<file path="src/rtl/checker_hm_arbiter_pkg.sv">
// Shared types and constants for the host-memory read-port arbiter.
package checker_hm_arbiter_pkg;

  // Default number of requesters sharing the host-memory port.
  localparam int unsigned CHECKER_HMARB_NREQ = 2;

  // Width of the optional hm_end watchdog counter.
  localparam int unsigned CHECKER_HMARB_TMO_W = 16;

  // Arbiter FSM states.
  typedef enum logic [1:0] {
    IDLE    = 2'd0,
    WAIT    = 2'd1,
    RELEASE = 2'd2
  } state_t;

endpackage

</file>
<file path="src/rtl/checker_hm_arbiter_if.sv">
// Host-memory read port bundle: start/end level handshake plus address and data.
interface checker_hm_arbiter_if;

  logic [63:0] hm_page_addr;
  logic [11:0] hm_page_offset;
  logic        hm_start;
  logic        hm_end;
  logic [63:0] hm_data;
  logic        hm_error;

  // The arbiter issues requests to host memory.
  modport master (
    output hm_page_addr,
    output hm_page_offset,
    output hm_start,
    input  hm_end,
    input  hm_data,
    input  hm_error
  );

  // Host memory (PCIe hm_top or the simulation model) answers them.
  modport slave (
    input  hm_page_addr,
    input  hm_page_offset,
    input  hm_start,
    output hm_end,
    output hm_data,
    output hm_error
  );

endinterface

</file>
<file path="src/rtl/checker_hm_arbiter_rr_pick.sv">
// Combinational round-robin picker: grants the first asserted request at or
// after ptr, wrapping modulo NREQ.
module checker_rr_pick #(
  parameter int unsigned NREQ  = 2,
  parameter int unsigned PTR_W = $clog2(NREQ)
) (
  input  logic [NREQ-1:0]  req,
  input  logic [PTR_W-1:0] ptr,
  output logic [NREQ-1:0]  grant,
  output logic             valid
);

  int unsigned idx;

  // Scan requesters in priority order ptr, ptr+1, ... and keep the first hit.
  always_comb begin
    grant = '0;
    valid = 1'b0;
    idx   = 0;
    for (int unsigned i = 0; i < NREQ; i++) begin
      idx = (32'(ptr) + i) % NREQ;
      if (!valid && req[idx[PTR_W-1:0]]) begin
        grant[idx[PTR_W-1:0]] = 1'b1;
        valid                 = 1'b1;
      end
    end
  end

endmodule

</file>
<file path="src/rtl/checker_hm_arbiter.sv">
// Round-robin arbiter sharing the single host-memory read port between NREQ
// requesters; one transaction outstanding at a time.
// Optional hm_end watchdog: define CHECKER_HM_ARB_TIMEOUT_EN.
module checker_hm_arbiter
  import checker_hm_arbiter_pkg::*;
#(
  parameter int unsigned NREQ    = CHECKER_HMARB_NREQ,
  parameter int unsigned TIMEOUT = 4096
) (
  input  logic                 sys_clk,
  input  logic                 sys_rst,
  input  logic [NREQ-1:0]      req_start,
  input  logic [NREQ*64-1:0]   req_page_addr,
  input  logic [NREQ*12-1:0]   req_page_offset,
  output logic [NREQ-1:0]      req_end,
  output logic [NREQ-1:0]      req_error,
  output logic [63:0]          req_data,
  output logic [NREQ-1:0]      grant,
  checker_hm_arbiter_if.master hm
);

  localparam int unsigned PTR_W = $clog2(NREQ);

  if (NREQ < 2 || NREQ > 4 || TIMEOUT < 2) begin : g_bad_cfg
    $error("checker_hm_arbiter: NREQ must be 2..4 and TIMEOUT at least 2");
  end

  state_t             state;
  state_t             next_state;
  logic [PTR_W-1:0]   ptr;
  logic [PTR_W-1:0]   gidx;
  logic [NREQ-1:0]    pick_grant;
  logic               pick_valid;
  logic [PTR_W-1:0]   pick_idx;
  logic [63:0]        sel_addr;
  logic [11:0]        sel_off;
  logic [PTR_W-1:0]   next_ptr;
  logic               tmo;

  checker_rr_pick #(
    .NREQ  (NREQ),
    .PTR_W (PTR_W)
  ) u_pick (
    .req   (req_start),
    .ptr   (ptr),
    .grant (pick_grant),
    .valid (pick_valid)
  );

  // Turn the picker's one-hot grant into an index and select that requester's address.
  always_comb begin
    pick_idx = '0;
    sel_addr = '0;
    sel_off  = '0;
    for (int unsigned i = 0; i < NREQ; i++) begin
      if (pick_grant[i]) begin
        pick_idx = PTR_W'(i);
        sel_addr = req_page_addr[64*i +: 64];
        sel_off  = req_page_offset[12*i +: 12];
      end
    end
  end

  // Pointer moves to the requester just after the one being completed.
  always_comb begin
    next_ptr = (gidx == PTR_W'(NREQ - 1)) ? '0 : gidx + PTR_W'(1);
  end

`ifdef CHECKER_HM_ARB_TIMEOUT_EN
  logic [CHECKER_HMARB_TMO_W-1:0] tmo_cnt;

  // Watchdog: counts WAIT cycles, held at zero in every other state.
  always_ff @(posedge sys_clk) begin
    if (sys_rst || state != WAIT) begin
      tmo_cnt <= '0;
    end else begin
      tmo_cnt <= tmo_cnt + CHECKER_HMARB_TMO_W'(1);
    end
  end

  // Timeout fires on the last allowed WAIT cycle; a real hm_end in that cycle wins.
  always_comb begin
    tmo = (state == WAIT) && !hm.hm_end &&
          (tmo_cnt == CHECKER_HMARB_TMO_W'(TIMEOUT - 1));
  end
`else
  // Without the watchdog WAIT lasts until hm_end.
  always_comb begin
    tmo = 1'b0;
  end
`endif

  // State register.
  always_ff @(posedge sys_clk) begin
    if (sys_rst) begin
      state <= IDLE;
    end else begin
      state <= next_state;
    end
  end

  // Next-state logic; new requests are only considered from IDLE.
  always_comb begin
    next_state = state;
    unique case (state)
      IDLE:    if (pick_valid)          next_state = WAIT;
      WAIT:    if (hm.hm_end || tmo)    next_state = RELEASE;
      RELEASE: if (!req_start[gidx])    next_state = IDLE;
      default:                          next_state = IDLE;
    endcase
  end

  // Registered outputs and datapath: grant/latch in IDLE, complete in WAIT,
  // drop grant once the served requester has released its request.
  always_ff @(posedge sys_clk) begin
    if (sys_rst) begin
      grant             <= '0;
      gidx              <= '0;
      ptr               <= '0;
      req_end           <= '0;
      req_error         <= '0;
      req_data          <= '0;
      hm.hm_start       <= 1'b0;
      hm.hm_page_addr   <= '0;
      hm.hm_page_offset <= '0;
    end else begin
      req_end   <= '0;
      req_error <= '0;
      unique case (state)
        IDLE: begin
          if (pick_valid) begin
            grant             <= pick_grant;
            gidx              <= pick_idx;
            hm.hm_start       <= 1'b1;
            hm.hm_page_addr   <= sel_addr;
            hm.hm_page_offset <= sel_off;
          end
        end
        WAIT: begin
          if (hm.hm_end) begin
            req_data        <= hm.hm_data;
            req_end[gidx]   <= 1'b1;
            req_error[gidx] <= hm.hm_error;
            hm.hm_start     <= 1'b0;
            ptr             <= next_ptr;
          end else if (tmo) begin
            req_end[gidx]   <= 1'b1;
            req_error[gidx] <= 1'b1;
            hm.hm_start     <= 1'b0;
            ptr             <= next_ptr;
          end
        end
        RELEASE: begin
          if (!req_start[gidx]) begin
            grant <= '0;
          end
        end
        default: begin
          grant       <= '0;
          hm.hm_start <= 1'b0;
        end
      endcase
    end
  end

endmodule

</file>
<file path="src/flat_wrapper.sv">
// flat-port wrapper written by rule: the top's interface ports become plain ports
module checker_hm_arbiter_flat import checker_hm_arbiter_pkg::*;
#(
  parameter int unsigned NREQ    = CHECKER_HMARB_NREQ,
  parameter int unsigned TIMEOUT = 4096
)
  (sys_clk, sys_rst, req_start, req_page_addr, req_page_offset, req_end, req_error, req_data, grant, hm_hm_page_addr, hm_hm_page_offset, hm_hm_start, hm_hm_end, hm_hm_data, hm_hm_error);
  checker_hm_arbiter_if hm_i ();
  input  logic sys_clk;
  input  logic sys_rst;
  input  logic [NREQ-1:0] req_start;
  input  logic [NREQ*64-1:0] req_page_addr;
  input  logic [NREQ*12-1:0] req_page_offset;
  output logic [NREQ-1:0] req_end;
  output logic [NREQ-1:0] req_error;
  output logic [63:0] req_data;
  output logic [NREQ-1:0] grant;
  output wire logic [$bits(hm_i.hm_page_addr)-1:0] hm_hm_page_addr;
  output wire logic [$bits(hm_i.hm_page_offset)-1:0] hm_hm_page_offset;
  output wire logic [$bits(hm_i.hm_start)-1:0] hm_hm_start;
  input wire logic [$bits(hm_i.hm_end)-1:0] hm_hm_end;
  input wire logic [$bits(hm_i.hm_data)-1:0] hm_hm_data;
  input wire logic [$bits(hm_i.hm_error)-1:0] hm_hm_error;
  assign hm_hm_page_addr = hm_i.hm_page_addr;
  assign hm_hm_page_offset = hm_i.hm_page_offset;
  assign hm_hm_start = hm_i.hm_start;
  assign hm_i.hm_end = hm_hm_end;
  assign hm_i.hm_data = hm_hm_data;
  assign hm_i.hm_error = hm_hm_error;
  checker_hm_arbiter #(.NREQ(NREQ), .TIMEOUT(TIMEOUT)) u_core (.sys_clk(sys_clk), .sys_rst(sys_rst), .req_start(req_start), .req_page_addr(req_page_addr), .req_page_offset(req_page_offset), .req_end(req_end), .req_error(req_error), .req_data(req_data), .grant(grant), .hm(hm_i));
endmodule
</file>
<file path="config.mk">
export PLATFORM = sky130hd
export DESIGN_NAME = checker_hm_arbiter_flat
export DESIGN_NICKNAME = d
export VERILOG_FILES = /design/src/rtl/checker_hm_arbiter_pkg.sv /design/src/rtl/checker_hm_arbiter_if.sv /design/src/rtl/checker_hm_arbiter_rr_pick.sv /design/src/rtl/checker_hm_arbiter.sv /design/src/flat_wrapper.sv
export SDC_FILE = /design/constraint.sdc
export NUM_CORES = 1
export LEC_CHECK = 0
export CAP_MARGIN = 20
export CORE_AREA = 2 2 144 146
export CTS_CLUSTER_DIAMETER = 30
export CTS_CLUSTER_SIZE = 25
export DETAILED_ROUTE_END_ITERATION = 8
export DIE_AREA = 0 0 146 148
export GPL_ROUTABILITY_DRIVEN = 1
export GPL_TIMING_DRIVEN = 0
export HOLD_SLACK_MARGIN = 0.08
export PLACE_DENSITY_LB_ADDON = 0.15
export RECOVER_POWER = 25
export SETUP_SLACK_MARGIN = 0.15
export SLEW_MARGIN = 20
export SYNTH_ARGS = -nofsm -noshare
export SYNTH_HDL_FRONTEND = slang
export SYNTH_SLANG_ARGS = --single-unit
</file>
<file path="constraint.sdc">
create_clock -name sys_clk -period 1.99 [get_ports sys_clk]
set_clock_uncertainty 0.05 [all_clocks]
set_input_delay 0.199 -clock sys_clk [delete_from_list [all_inputs] [get_ports sys_clk]]
set_output_delay 0.199 -clock sys_clk [all_outputs]
set_load 0.03 [all_outputs]
</file>
Yosys cells after proc, flatten, opt, wreduce, memory -nomap -nowiden
Index checks and enable logic that the tools add are counted.
- logic and storage cells: 71
- output and inout port bits: 147
- input port bits: 222
- bits in registers: 151
- bitwise operators: 5
- add/sub/neg operators: 2
- order comparisons: 6
- muxes and demuxes: 31
- reduce and logical (&&, ||, !) cells: 12
- eq/ne operators: 5
- operators with widths (kind ; count):
    64-bit two-way mux ; 2
    12-bit two-way mux ; 2
    1-bit two-way mux ; 15
    2-bit two-way mux ; 6
    2-bit case mux with 3 select lines ; 2
    3-bit AND reduction ; 3
    1-bit by 2-bit < comparator with 1-bit output, second input constant ; 3
    1-bit logical AND ; 4
    2-bit inequality test, second input constant ; 2
    2-bit AND reduction ; 2
    1-bit demux with 1-bit select ; 3
    1-bit >= comparator, second input constant ; 3
    1-bit inverter ; 3
    1-bit case mux with 3 select lines ; 1
    3-bit OR reduction ; 1
    1-bit adder, second input constant ; 2
    2-bit AND ; 1
    2-bit by 1-bit == test with 1-bit output, second input constant ; 1
    2-bit == test, second input constant ; 1
    2-bit logical NOT ; 1
    2-bit by 1-bit inequality test with 1-bit output, second input constant ; 1
    2-bit OR ; 1
    1-bit logical NOT ; 1

Depth between registers and ports, before layout
Gate-level depths: netlist of run 1.
- depth in word-level cells: 9
- depth in mapped cells: 8
- mapped depth without buffers: 3

Hierarchy
Synthesis of run 1 repeated with hierarchy kept, for this count alone.
- cells, all modules: 592
- area total of the unflattened synthesis: 5715.5 um^2
- by module, submodules not included (module ; cells an instance ; instances ; seq. area each (um^2) ; area each (um^2)):
    checker_hm_arbiter ; 588 ; 1 ; 3022.9 ; 5690.5
    checker_rr_pick ; 4 ; 1 ; 0.0 ; 25.0

Least setup slack after synthesis of run 1
Ideal clock, no wire load.
- kind: register to register
- start: register u_core.state[1]
- end: register u_core.hm.hm_page_addr[43]
- slack: 558 ps
- library setup time: 146 ps
- required time: 1794 ps
- arrival: 1236 ps
- clock period less this slack: 1432 ps
- cell stages (with the launch flop): 8
- buffers on the path: 4
- cells stage by stage: dfxtp_1 -> o21ba_1 -> buf_2 -> and2_1 -> clkbuf_1 -> buf_6 -> buf_6 -> a211oi_2
- cells in the longest elaborated chain, start to end: 2
- RTL lines (what ; line ; text):
    start, declared ; checker_hm_arbiter.sv:28 ; state_t state;
    start signal, assigned ; checker_hm_arbiter.sv:98 ; state <= next_state;
    2-bit logical NOT ; checker_hm_arbiter.sv:129 ; unique case (state)
    2-bit AND reduction (no source line) ; - ;
    end signal, assigned ; checker_hm_arbiter.sv:135 ; hm.hm_page_addr <= sel_addr;
    end, declared ; checker_hm_arbiter_if.sv:13 ; output hm_page_addr,
Every way passes these cells.
A chain may end at the register's enable or synchronous reset.

Final worst setup path of run 1
- start: register u_core.state[0]
- end: register u_core.hm.hm_page_addr[1]
The elaborated chain is that of the path after synthesis.

==> results of run 1 <==
-- metal layers --
metal  share of wire, %  vias up  GRT usage [%]
li1                   -     3352              -
met1                 43     3170           28.1
met2                 47      228           36.3
met3                6.0       41           6.20
met4                3.0        0           8.83
met5                  0        -              0
-- what timing repair did --
action,in CTS,in global routing
setup buffers,0,0
endpoints found under the setup margin,78,103
resized for setup,7,26
-- worst max-delay path by stage --
stage	startpoint	to	slack [ns]
CTS	u_core.ptr	u_core.hm.hm_page_addr[7]	0.16
global placement	req_start[0]	u_core.hm.hm_page_addr[50]	-0.38
finish	u_core.state[0]	u_core.hm.hm_page_addr[1]	0.23
floorplan	u_core.state[1]	u_core.hm.hm_page_addr[43]	0.56
detailed placement	req_start[0]	u_core.hm.hm_page_addr[50]	-0.42
global route	u_core.state[1]	u_core.req_data[19]	0.08
-- registers in the layout (all words and copies together), names as in the netlist --
signal / count
u_core.req_error: 2
u_core.hm.hm_start: 1
u_core.hm.hm_page_offset: 12
u_core.ptr: 1
u_core.hm.hm_page_addr: 64
u_core.req_data: 64
u_core.state: 2
u_core.grant: 2
u_core.gidx: 1
u_core.req_end: 2
-- critical path, delay by kind of cell (launching register included) --
family          cells  cell delay (ns)
compound gates      2             0.38
buf+inv             3             0.86
flops               1             0.36
-- through the flow --
stage	area (um2)	util (%)	hold WS (ns)	total power (uW)
finish	10900	54.3	0.264	9200
global route	10900	54.3	0.255	9600
CTS	10900	54.2	0.251	9300
detailed placement	10300	51.2	0.396	5990
global placement	10300	51.2	0.391	5980
floorplan	6250	-	0.233	4770
-- power by group --
group / switching, uW / leakage, uW / internal (uW) / total [uW]
sequential: 132 / 0.00124 / 3280 / 3410
combinational: 1360 / 0.00228 / 1140 / 2500
clock: 1400 / 0.000283 / 1890 / 3290
-- area by class of cell --
type	instances	share of cell area, %
Antenna cell	1	0.0230
Buffer	84	3.83
Clock buffer	18	3.94
Clock inverter	14	1.49
Inverter	1	0.0345
Multi-Input combinational cell	453	26.1
Sequential cell	151	27.8
Tap cell	270	3.10
Timing Repair Buffer	367	33.7
-- cells in the final DEF (no fill, tap or decap), drive strengths merged, types with 2 or more instances in the layout --
master / Yosys / routed
nand2: 129 / 129
buf: 28 / 22
nor2: 3 / 3
dfxtp: 151 / 151
a211oi: 77 / 77
nand4: 2 / 2
dlygate4sd3: 0 / 29
inv: 1 / 9
and2: 3 / 3
nand3: 2 / 2
a21oi: 144 / 144
bufinv: 0 / 2
nand3b: 2 / 2
a32oi: 77 / 77
clkinvlp: 0 / 3
clkdlybuf4s50: 0 / 338
nor3: 2 / 2
clkbuf: 56 / 80
-- kinds of logic after synthesis --
group           count (synthesis)
simple gates                  147
buf+inv                        85
mux                             1
compound gates                305
flops                         151
==> flow_metrics.env, run 1 <==
export IMPL_end_kind="flip-flop"
export IMPL_drt_iter0_drc=239
export IMPL_fp_coreArea_um2=20000
export IMPL_yosys_top_cells_count="dfxtp_1 (151), a21oi_1 (144), nand2_1 (129)"
export IMPL_syn_inst=689
export IMPL_cts_buffers=17
export IMPL_hold_depth=3
export IMPL_placedCellCount=1326
export IMPL_dieArea_um2=21600
export IMPL_whs_endpoint="u_core.req_data[14]"
export IMPL_clock_sinks=151
export IMPL_drv_slew=0
export IMPL_grt_ovfl_total=0
export IMPL_timing_rr_start="u_core.state[0]"
export IMPL_synth_main_ff_cell="dfxtp_1"
export IMPL_io_pins=369
export IMPL_finalCritPeriodShare_pct=88.5
export IMPL_seqCellArea_um2=3020
export IMPL_drc=0
export IMPL_antenna_found_initial=1
export IMPL_clkTransAtPathRegs_ns=0.07
export IMPL_cpPeakStageDelay_ns=0.46
export IMPL_max_vdd_ir_drop_uv=545
export IMPL_ys_ff_latch=151
export IMPL_grt_pass1_vias=6729
export IMPL_synth_nets=911
export IMPL_place_gp_congestion=0.790
export IMPL_multi_input_area_um2=2840
export IMPL_synth_area_leaders="dfxtp_1 (48%), a21oi_1 (12%), a32oi_1 (11%)"
export IMPL_pre_cts_ws_ns=-0.423
export IMPL_rsz0062_at_grt="true"
export IMPL_path_max_fanout=10
export IMPL_holdCritPathClass="input pin to flip-flop"
export IMPL_status="completed"
export IMPL_synth_fa_ha_area_share_pct=0
export IMPL_firstDrtPassIters=4
export IMPL_dp_final_hpwl_um=18500
export IMPL_reg2regPathDepth=5
export IMPL_yosys_area_top_type_share_pct=48.4
export IMPL_cp_start_kind="flip-flop"
export IMPL_die_w_um=146
export IMPL_post_drt_via_cell_ratio=5.00
export IMPL_fin_tns_setup_ns=0
export IMPL_dr_total_vias=6791
export IMPL_grt_max_degree=17
export IMPL_cts_tree="yes"
export IMPL_required_ns=2.26
export IMPL_drt_wl_total_um=24600
export IMPL_r2r_end="u_core.hm.hm_page_addr[1]"
export IMPL_tightestPinTransition_ns=0.737
export IMPL_min_from="hm_hm_data[14]"
export IMPL_relSlewSlack_pct=50.9
export IMPL_yosysTopAreaCell="dfxtp_1"
export IMPL_cts_buffer_depth=2
export IMPL_yosysSeqAreaShare_pct=48.4
export IMPL_slowest_stage="clkbuf_1"
export IMPL_hold_viol=0
export IMPL_grtUsageTotal_pct=22.3
export IMPL_synth_avg_cell_area_um2=9.07
export IMPL_area_delta_synth_final_pct=74.3
export IMPL_initial_core_util_pct=31.2
export IMPL_arrival_ns=2.03
export IMPL_h_tree_depth=4
export IMPL_nFillCells=1971
export IMPL_maxCapViolations=0
export IMPL_synth_compound_area_share_pct=35.7
export IMPL_wl_per_cell_um=18.1
export IMPL_grt_pass1_wl_um=37800
export IMPL_ys_async_sr_fraction_pct=0
export IMPL_fin_cells=1359
export IMPL_rows=52
export IMPL_rrSetupSlack_ns=0.23
export IMPL_portBuffers=367
export IMPL_ctsHoldBuffers=0
export IMPL_clockRootBuffer="clkbuf_16"
export IMPL_power_density_nw_per_um2=845
export IMPL_max_freq_mhz=568
export IMPL_synth_simple_area_share_pct=9.45
export IMPL_min_period_ns=1.76
export IMPL_muxShareOfSynthArea_pct=0.180
export IMPL_syn_cell_area_um2=6250
export IMPL_synth_cell_types=30
export IMPL_cellLeakagePower_uw=0.00381
export IMPL_nets=1297
export IMPL_finalSetupViolCount=0
export IMPL_yosysMostFrequentCell="dfxtp_1"
export IMPL_yosys_warnings=0
export IMPL_antenna_left=0
export IMPL_critPathKind="flip-flop to flip-flop"
export IMPL_crit_chain="inv_1 > clkbuf_2 > clkbuf_1 > a21oi_1 > a211oi_1"
export IMPL_synth_edf_count=0
export IMPL_setup_ws_ns=0.228
export IMPL_synth_xor_area_share_pct=0
export IMPL_drive_gt1_share_pct=10.8
export IMPL_clk_latency_ns=0.42
export IMPL_dieHeight_um=148
export IMPL_synth_top_family_by_area="compound AO/OA/AOI/OAI gates"
(Power assumes the default switching activity.)
==> run 2, diff against run 1 <==
--- a/config.mk
+++ b/config.mk
@@ -6,11 +6,14 @@
 export NUM_CORES = 1
 export LEC_CHECK = 0
 export CAP_MARGIN = 20
-export CORE_AREA = 2 2 144 146
+export CELL_PAD_IN_SITES_DETAIL_PLACEMENT = 1
+export CELL_PAD_IN_SITES_GLOBAL_PLACEMENT = 2
+export CORE_ASPECT_RATIO = 0.7
+export CORE_MARGIN = 2
+export CORE_UTILIZATION = 22
 export CTS_CLUSTER_DIAMETER = 30
 export CTS_CLUSTER_SIZE = 25
 export DETAILED_ROUTE_END_ITERATION = 8
-export DIE_AREA = 0 0 146 148
 export GPL_ROUTABILITY_DRIVEN = 1
 export GPL_TIMING_DRIVEN = 0
 export HOLD_SLACK_MARGIN = 0.08
==> constraint.sdc (replaced) <==
create_clock -name sys_clk -period 2.19 [get_ports sys_clk]
set_clock_uncertainty 0.05 [all_clocks]
set_input_delay 0.219 -clock sys_clk [delete_from_list [all_inputs] [get_ports sys_clk]]
set_output_delay 0.219 -clock sys_clk [all_outputs]
set_load 0.03 [all_outputs]
==> run 2 against run 1 <==
Via count increased by 0.54%. Sequential share of layout area fell by 0.37 points. Routed wire length is 22% higher. Die area rose by 38%. Register-to-register slack better by 0.11 ns. Global-route usage fell by 2.2 points. Worst setup slack better by 0.10 ns. Cell count grew 7.4%. Highest routed layer is now met5.
==> flow_metrics.env, run 2 (synthesized netlist as in run 1, its figures left out) <==
export IMPL_critPathKind="input pin to flip-flop"
export IMPL_grtUsageTotal_pct=20.0
export IMPL_min_period_ns=1.86
export IMPL_total_power_uw=8620
export IMPL_antenna_left=0
export IMPL_end_kind="flip-flop"
export IMPL_cp_start_kind="input pin"
export IMPL_fin_tns_setup_ns=0
export IMPL_power_density_nw_per_um2=781
export IMPL_status="completed"
export IMPL_drt_iter0_drc=275
export IMPL_p_comb_share_pct=26.7
export IMPL_cts_buffer_depth=2
export IMPL_hold_depth=3
export IMPL_dieArea_um2=29800
export IMPL_nets=1297
export IMPL_cts_tree="yes"
export IMPL_relSlewSlack_pct=51.4
export IMPL_tightestPinTransition_ns=0.730
export IMPL_internal_power_uw=5980
export IMPL_timing_rr_start="u_core.ptr"
export IMPL_antenna_found_initial=2
export IMPL_crit_chain="dlygate4sd3_1 > clkbuf_1 > clkbuf_1 > a211oi_2"
export IMPL_arrival_ns=2.09
export IMPL_nFillCells=3205
export IMPL_cellLeakagePower_uw=0.00390
export IMPL_clockRootBuffer="clkbuf_16"
export IMPL_clock_sinks=151
export IMPL_r2r_end="u_core.hm.hm_page_addr[41]"
export IMPL_firstDrtPassIters=4
export IMPL_rsz0062_at_grt="false"
export IMPL_clock_power_share_pct=37.4
export IMPL_holdCritPathClass="input pin to flip-flop"
export IMPL_finalSetupViolCount=0
export IMPL_whs_endpoint="u_core.req_data[42]"
export IMPL_power_frac_seq_pct=36.0
export IMPL_required_ns=2.42
export IMPL_max_vdd_ir_drop_uv=540
export IMPL_cts_buffers=17
export IMPL_clk_latency_ns=0.43
export IMPL_fp_coreArea_um2=27900
export IMPL_max_freq_mhz=538
export IMPL_rows=51
export IMPL_final_common_cell="clkdlybuf4s50_1"
export IMPL_rrSetupSlack_ns=0.34
export IMPL_grt_pass1_vias=7369
export IMPL_ctsHoldBuffers=0
export IMPL_io_pins=369
export IMPL_cpPeakStageDelay_ns=0.65
export IMPL_die_w_um=205
export IMPL_drc=0
export IMPL_place_gp_congestion=0.742
export IMPL_grt_max_degree=17
export IMPL_crit_top_cell="clkbuf_1"
export IMPL_grt_pass1_wl_um=45300
export IMPL_hold_viol=0
export IMPL_min_from="hm_hm_data[42]"
export IMPL_dp_final_hpwl_um=22700
export IMPL_reg2regPathDepth=6
export IMPL_maxCapViolations=0
export IMPL_timing_hold_ws_ns=0.281
export IMPL_dr_total_vias=6828
export IMPL_switchingPower_uw=2640
export IMPL_clkTransAtPathRegs_ns=0.06
export IMPL_multi_input_area_um2=2830
export IMPL_drv_slew=0
export IMPL_switching_share_pct=30.6
export IMPL_drt_wl_total_um=29900
export IMPL_wl_per_cell_um=20.5
export IMPL_grt_ovfl_total=0
export IMPL_finalCritPeriodShare_pct=84.9
export IMPL_cts_setup_buffers=0
export IMPL_seqCellArea_um2=3020
export IMPL_drive_gt1_share_pct=9.83
export IMPL_top_regs="u_core.hm.hm_page_addr x64, u_core.req_data x64, u_core.hm.hm_page_offset x12"
export IMPL_path_max_fanout=10
export IMPL_area_delta_synth_final_pct=76.6
export IMPL_portBuffers=367
export IMPL_final_cell_mix="clkdlybuf4s50_1 (298), dfxtp_1 (151), a21oi_1 (144)"
export IMPL_post_drt_via_cell_ratio=4.68
export IMPL_initial_core_util_pct=22.4
export IMPL_slowest_stage="dlygate4sd3_1"
export IMPL_dieHeight_um=145
export IMPL_h_tree_depth=4
-- run 2: stage by stage --
step / setup WS, ns / util (%) / cell area, um2 / std cells
6_report: 0.331 / 39.6 / 11000 / 1460
5_1_grt: 0.133 / 39.6 / 11000 / 1459
4_1_cts: 0.160 / 39.6 / 11000 / 1459
3_5_place_dp: -0.342 / 37.3 / 10400 / 1427
3_3_place_gp: -0.254 / 37.3 / 10400 / 1427
2_1_floorplan: 0.743 / - / 6250 / 689
-- run 2: power by group through the flow --
stage,registers [uW],logic [uW],clock network (uW)
after floorplan,3590,743,0
after global placement,3160,2350,0
after detailed placement,3160,2360,0
after CTS,3110,2370,3320
after global routing,3130,2470,3420
final,3100,2300,3220
-- run 2: routing by layer --
metal / part of all wire (%) / up-vias / GRT usage (%)
met5: 0.044 / - / 0
met4: 1.1 / 2 / 4.64
met3: 8.7 / 21 / 7.97
met2: 44 / 200 / 31.1
met1: 46 / 3261 / 25.9
li1: - / 3344 / -
-- run 2: final cells by class --
class,instances,area share (%)
timing repair buffer,367,33.3
sequential,151,27.4
multi-input combinational,453,25.7
clock buffer,21,4.26
tap,371,4.21
buffer,84,3.59
clock inverter,11,1.53
inverter,1,0.0340
antenna,1,0.0227
-- run 2: worst max path at each step --
stage	endpoint	slack, ns	start	cells past startpoint
5_1_grt	u_core.hm.hm_page_addr[63]	0.13	u_core.state[0]	5
3_5_place_dp	u_core.hm.hm_page_addr[41]	-0.34	req_start[0]	6
6_report	u_core.hm.hm_page_offset[6]	0.33	sys_rst	4
4_1_cts	u_core.hm.hm_page_addr[41]	0.16	u_core.ptr	6
3_3_place_gp	u_core.hm.hm_page_addr[41]	-0.25	req_start[0]	6
2_1_floorplan	u_core.hm.hm_page_addr[43]	0.74	req_start[1]	8
-- run 2: worst max-delay path, delay by kind of cell --
family                 cells  cell delay (ns)
buffers and inverters      3             1.81
AO/OA/AOI/OAI              1             0.06
-- run 2: what timing repair did --
action | 4_1_cts | 5_1_grt
setup endpoints to repair | 27 | 35
gates resized for setup | 2 | 8
pin swaps | 0 | 0
==> run 3, diff against run 2 <==
--- a/config.mk
+++ b/config.mk
@@ -10,7 +10,7 @@
 export CELL_PAD_IN_SITES_GLOBAL_PLACEMENT = 2
 export CORE_ASPECT_RATIO = 0.7
 export CORE_MARGIN = 2
-export CORE_UTILIZATION = 22
+export CORE_UTILIZATION = 20
 export CTS_CLUSTER_DIAMETER = 30
 export CTS_CLUSTER_SIZE = 25
 export DETAILED_ROUTE_END_ITERATION = 8
==> constraint.sdc (replaced) <==
create_clock -name sys_clk -period 1.85 [get_ports sys_clk]
set_clock_uncertainty 0.05 [all_clocks]
set_input_delay 0.185 -clock sys_clk [delete_from_list [all_inputs] [get_ports sys_clk]]
set_output_delay 0.185 -clock sys_clk [all_outputs]
set_load 0.03 [all_outputs]
==> run 3 against run 2 <==
Routed wire length is 2.4% higher. Largest cell class unchanged. Largest power group unchanged. Register-to-register slack worse by 0.13 ns. First-iteration DRC count is 27% lower.
==> flow_metrics.env, run 3 (synthesized netlist as in run 1, its figures left out) <==
export IMPL_status="completed"
export IMPL_drv_slew=0
export IMPL_setup_ws_ns=0.188
export IMPL_grt_pass1_wl_um=46500
export IMPL_die_w_um=215
export IMPL_timing_rr_start="u_core.ptr"
export IMPL_final_util_pct=35.7
export IMPL_h_tree_depth=4
export IMPL_cellLeakagePower_uw=0.00431
export IMPL_grt_max_degree=17
export IMPL_crit_chain="clkdlybuf4s50_1"
export IMPL_slowest_stage="clkdlybuf4s50_1"
export IMPL_grt_pass1_vias=7318
export IMPL_cts_tree="yes"
export IMPL_critPathKind="flip-flop to output pin"
export IMPL_drt_wl_total_um=30600
export IMPL_max_vdd_ir_drop_uv=593
export IMPL_hold_viol=0
export IMPL_drive_gt1_share_pct=13.4
export IMPL_grtUsageTotal_pct=18.6
export IMPL_dr_total_vias=6924
export IMPL_place_gp_congestion=0.788
export IMPL_rows=54
export IMPL_dieArea_um2=32700
export IMPL_final_common_cell="clkdlybuf4s50_1"
export IMPL_post_drt_via_cell_ratio=4.57
export IMPL_min_from="hm_hm_data[6]"
export IMPL_nets=1301
export IMPL_drt_iter0_drc=201
export IMPL_fp_coreArea_um2=30900
export IMPL_finalCritPeriodShare_pct=89.8
export IMPL_cts_buffer_depth=2
export IMPL_fin_tns_setup_ns=0
export IMPL_clock_sinks=151
export IMPL_critPathTopFamily="buffers and inverters"
export IMPL_grt_ovfl_total=0
export IMPL_hold_depth=3
export IMPL_whs_endpoint="u_core.req_data[6]"
export IMPL_portBuffers=367
export IMPL_nFillCells=3644
export IMPL_cpPeakStageDelay_ns=0.68
export IMPL_gr_usage_met3_pct=7.67
export IMPL_pre_cts_ws_ns=-0.627
export IMPL_rrSetupSlack_ns=0.21
export IMPL_startpoint="u_core.hm.hm_page_addr[31]"
export IMPL_maxCapViolations=0
export IMPL_max_freq_mhz=602
export IMPL_r2r_end="u_core.hm.hm_page_addr[45]"
export IMPL_end_kind="output pin"
export IMPL_power_density_nw_per_um2=918
export IMPL_firstDrtPassIters=4
export IMPL_grt_util_met2_pct=28.5
export IMPL_path_buf_inv=1
export IMPL_antenna_left=0
export IMPL_top_regs="u_core.hm.hm_page_addr x64, u_core.req_data x64, u_core.hm.hm_page_offset x12"
export IMPL_holdCritPathClass="input pin to flip-flop"
export IMPL_dieHeight_um=152
export IMPL_required_ns=1.62
export IMPL_cp_start_kind="flip-flop"
export IMPL_clkTransAtPathRegs_ns=0.06
export IMPL_path_max_fanout=2
export IMPL_grt_met1_usage_pct=24.3
export IMPL_min_period_ns=1.66
export IMPL_placedInstanceArea_um2=10400
export IMPL_drc=0
export IMPL_tightestPinTransition_ns=0.753
export IMPL_clockRootBuffer="clkbuf_16"
export IMPL_finalSetupViolCount=0
export IMPL_clk_latency_ns=0.42
export IMPL_final_cell_mix="clkdlybuf4s50_1 (222), dfxtp_1 (149), a21oi_1 (144)"
export IMPL_relSlewSlack_pct=49.8
export IMPL_busiest_layer="met2"
export IMPL_reg2regPathDepth=6
export IMPL_initial_core_util_pct=20.2
export IMPL_area_delta_synth_final_pct=76.7
export IMPL_arrival_ns=1.43
export IMPL_dp_final_hpwl_um=23300
export IMPL_io_pins=369
export IMPL_cts_buffers=17
export IMPL_antenna_found_initial=6
export IMPL_rsz0062_at_grt="true"
export IMPL_final_cell_area_um2=11000
export IMPL_wl_per_cell_um=20.2
## run 3: cell type report
cell class	count	area (um2)	area share, %
Timing Repair Buffer	371	3430	31.0
Sequential cell	151	3030	27.4
Multi-Input combinational cell	453	2880	26.1
Buffer	84	538	4.87
Tap cell	420	526	4.76
Clock buffer	21	470	4.26
Clock inverter	11	168	1.52
Antenna cell	2	5.00	0.0453
Inverter	1	3.75	0.0340
## run 3: repair_timing
item,in CTS,in global routing
setup endpoints to repair,269,155
hold buffers,0,0
setup buffers,1,3
gates resized for setup,167,66
## run 3: metal layers
| layer | part of all wire (%) | wire, um |
|---|---|---|
| met2 | 44 | 13400 |
| met5 | 0.12 | 38 |
| met3 | 8.5 | 2600 |
| met4 | 0.82 | 252 |
| met1 | 47 | 14300 |
## run 3: power by group
part	total, uW	internal, uW	switching (uW)	leakage (uW)
sequential	3660	3530	134	0.00124
combinational	2670	1110	1560	0.00275
clock	3810	2370	1440	0.000310
## run 3: how the worst max path moves through the flow
stage / end / slack, ns / cells after the start
finish: hm_hm_page_addr[31] / 0.19 / 1
floorplan: u_core.hm.hm_page_addr[43] / 0.42 / 7
CTS: hm_hm_page_addr[48] / 0.15 / 1
detailed placement: u_core.hm.hm_page_addr[47] / -0.63 / 6
global placement: u_core.hm.hm_page_addr[38] / -0.56 / 6
global route: u_core.hm.hm_page_addr[47] / 0.10 / 5
## run 3: per-stage QoR
step | std cells | power, uW | hold WS [ns]
after CTS | 1509 | 10300 | 0.226
after global placement | 1476 | 6520 | 0.391
after floorplan | 689 | 5130 | 0.219
after detailed placement | 1476 | 6540 | 0.396
after global routing | 1514 | 10700 | 0.228
final | 1514 | 10100 | 0.255
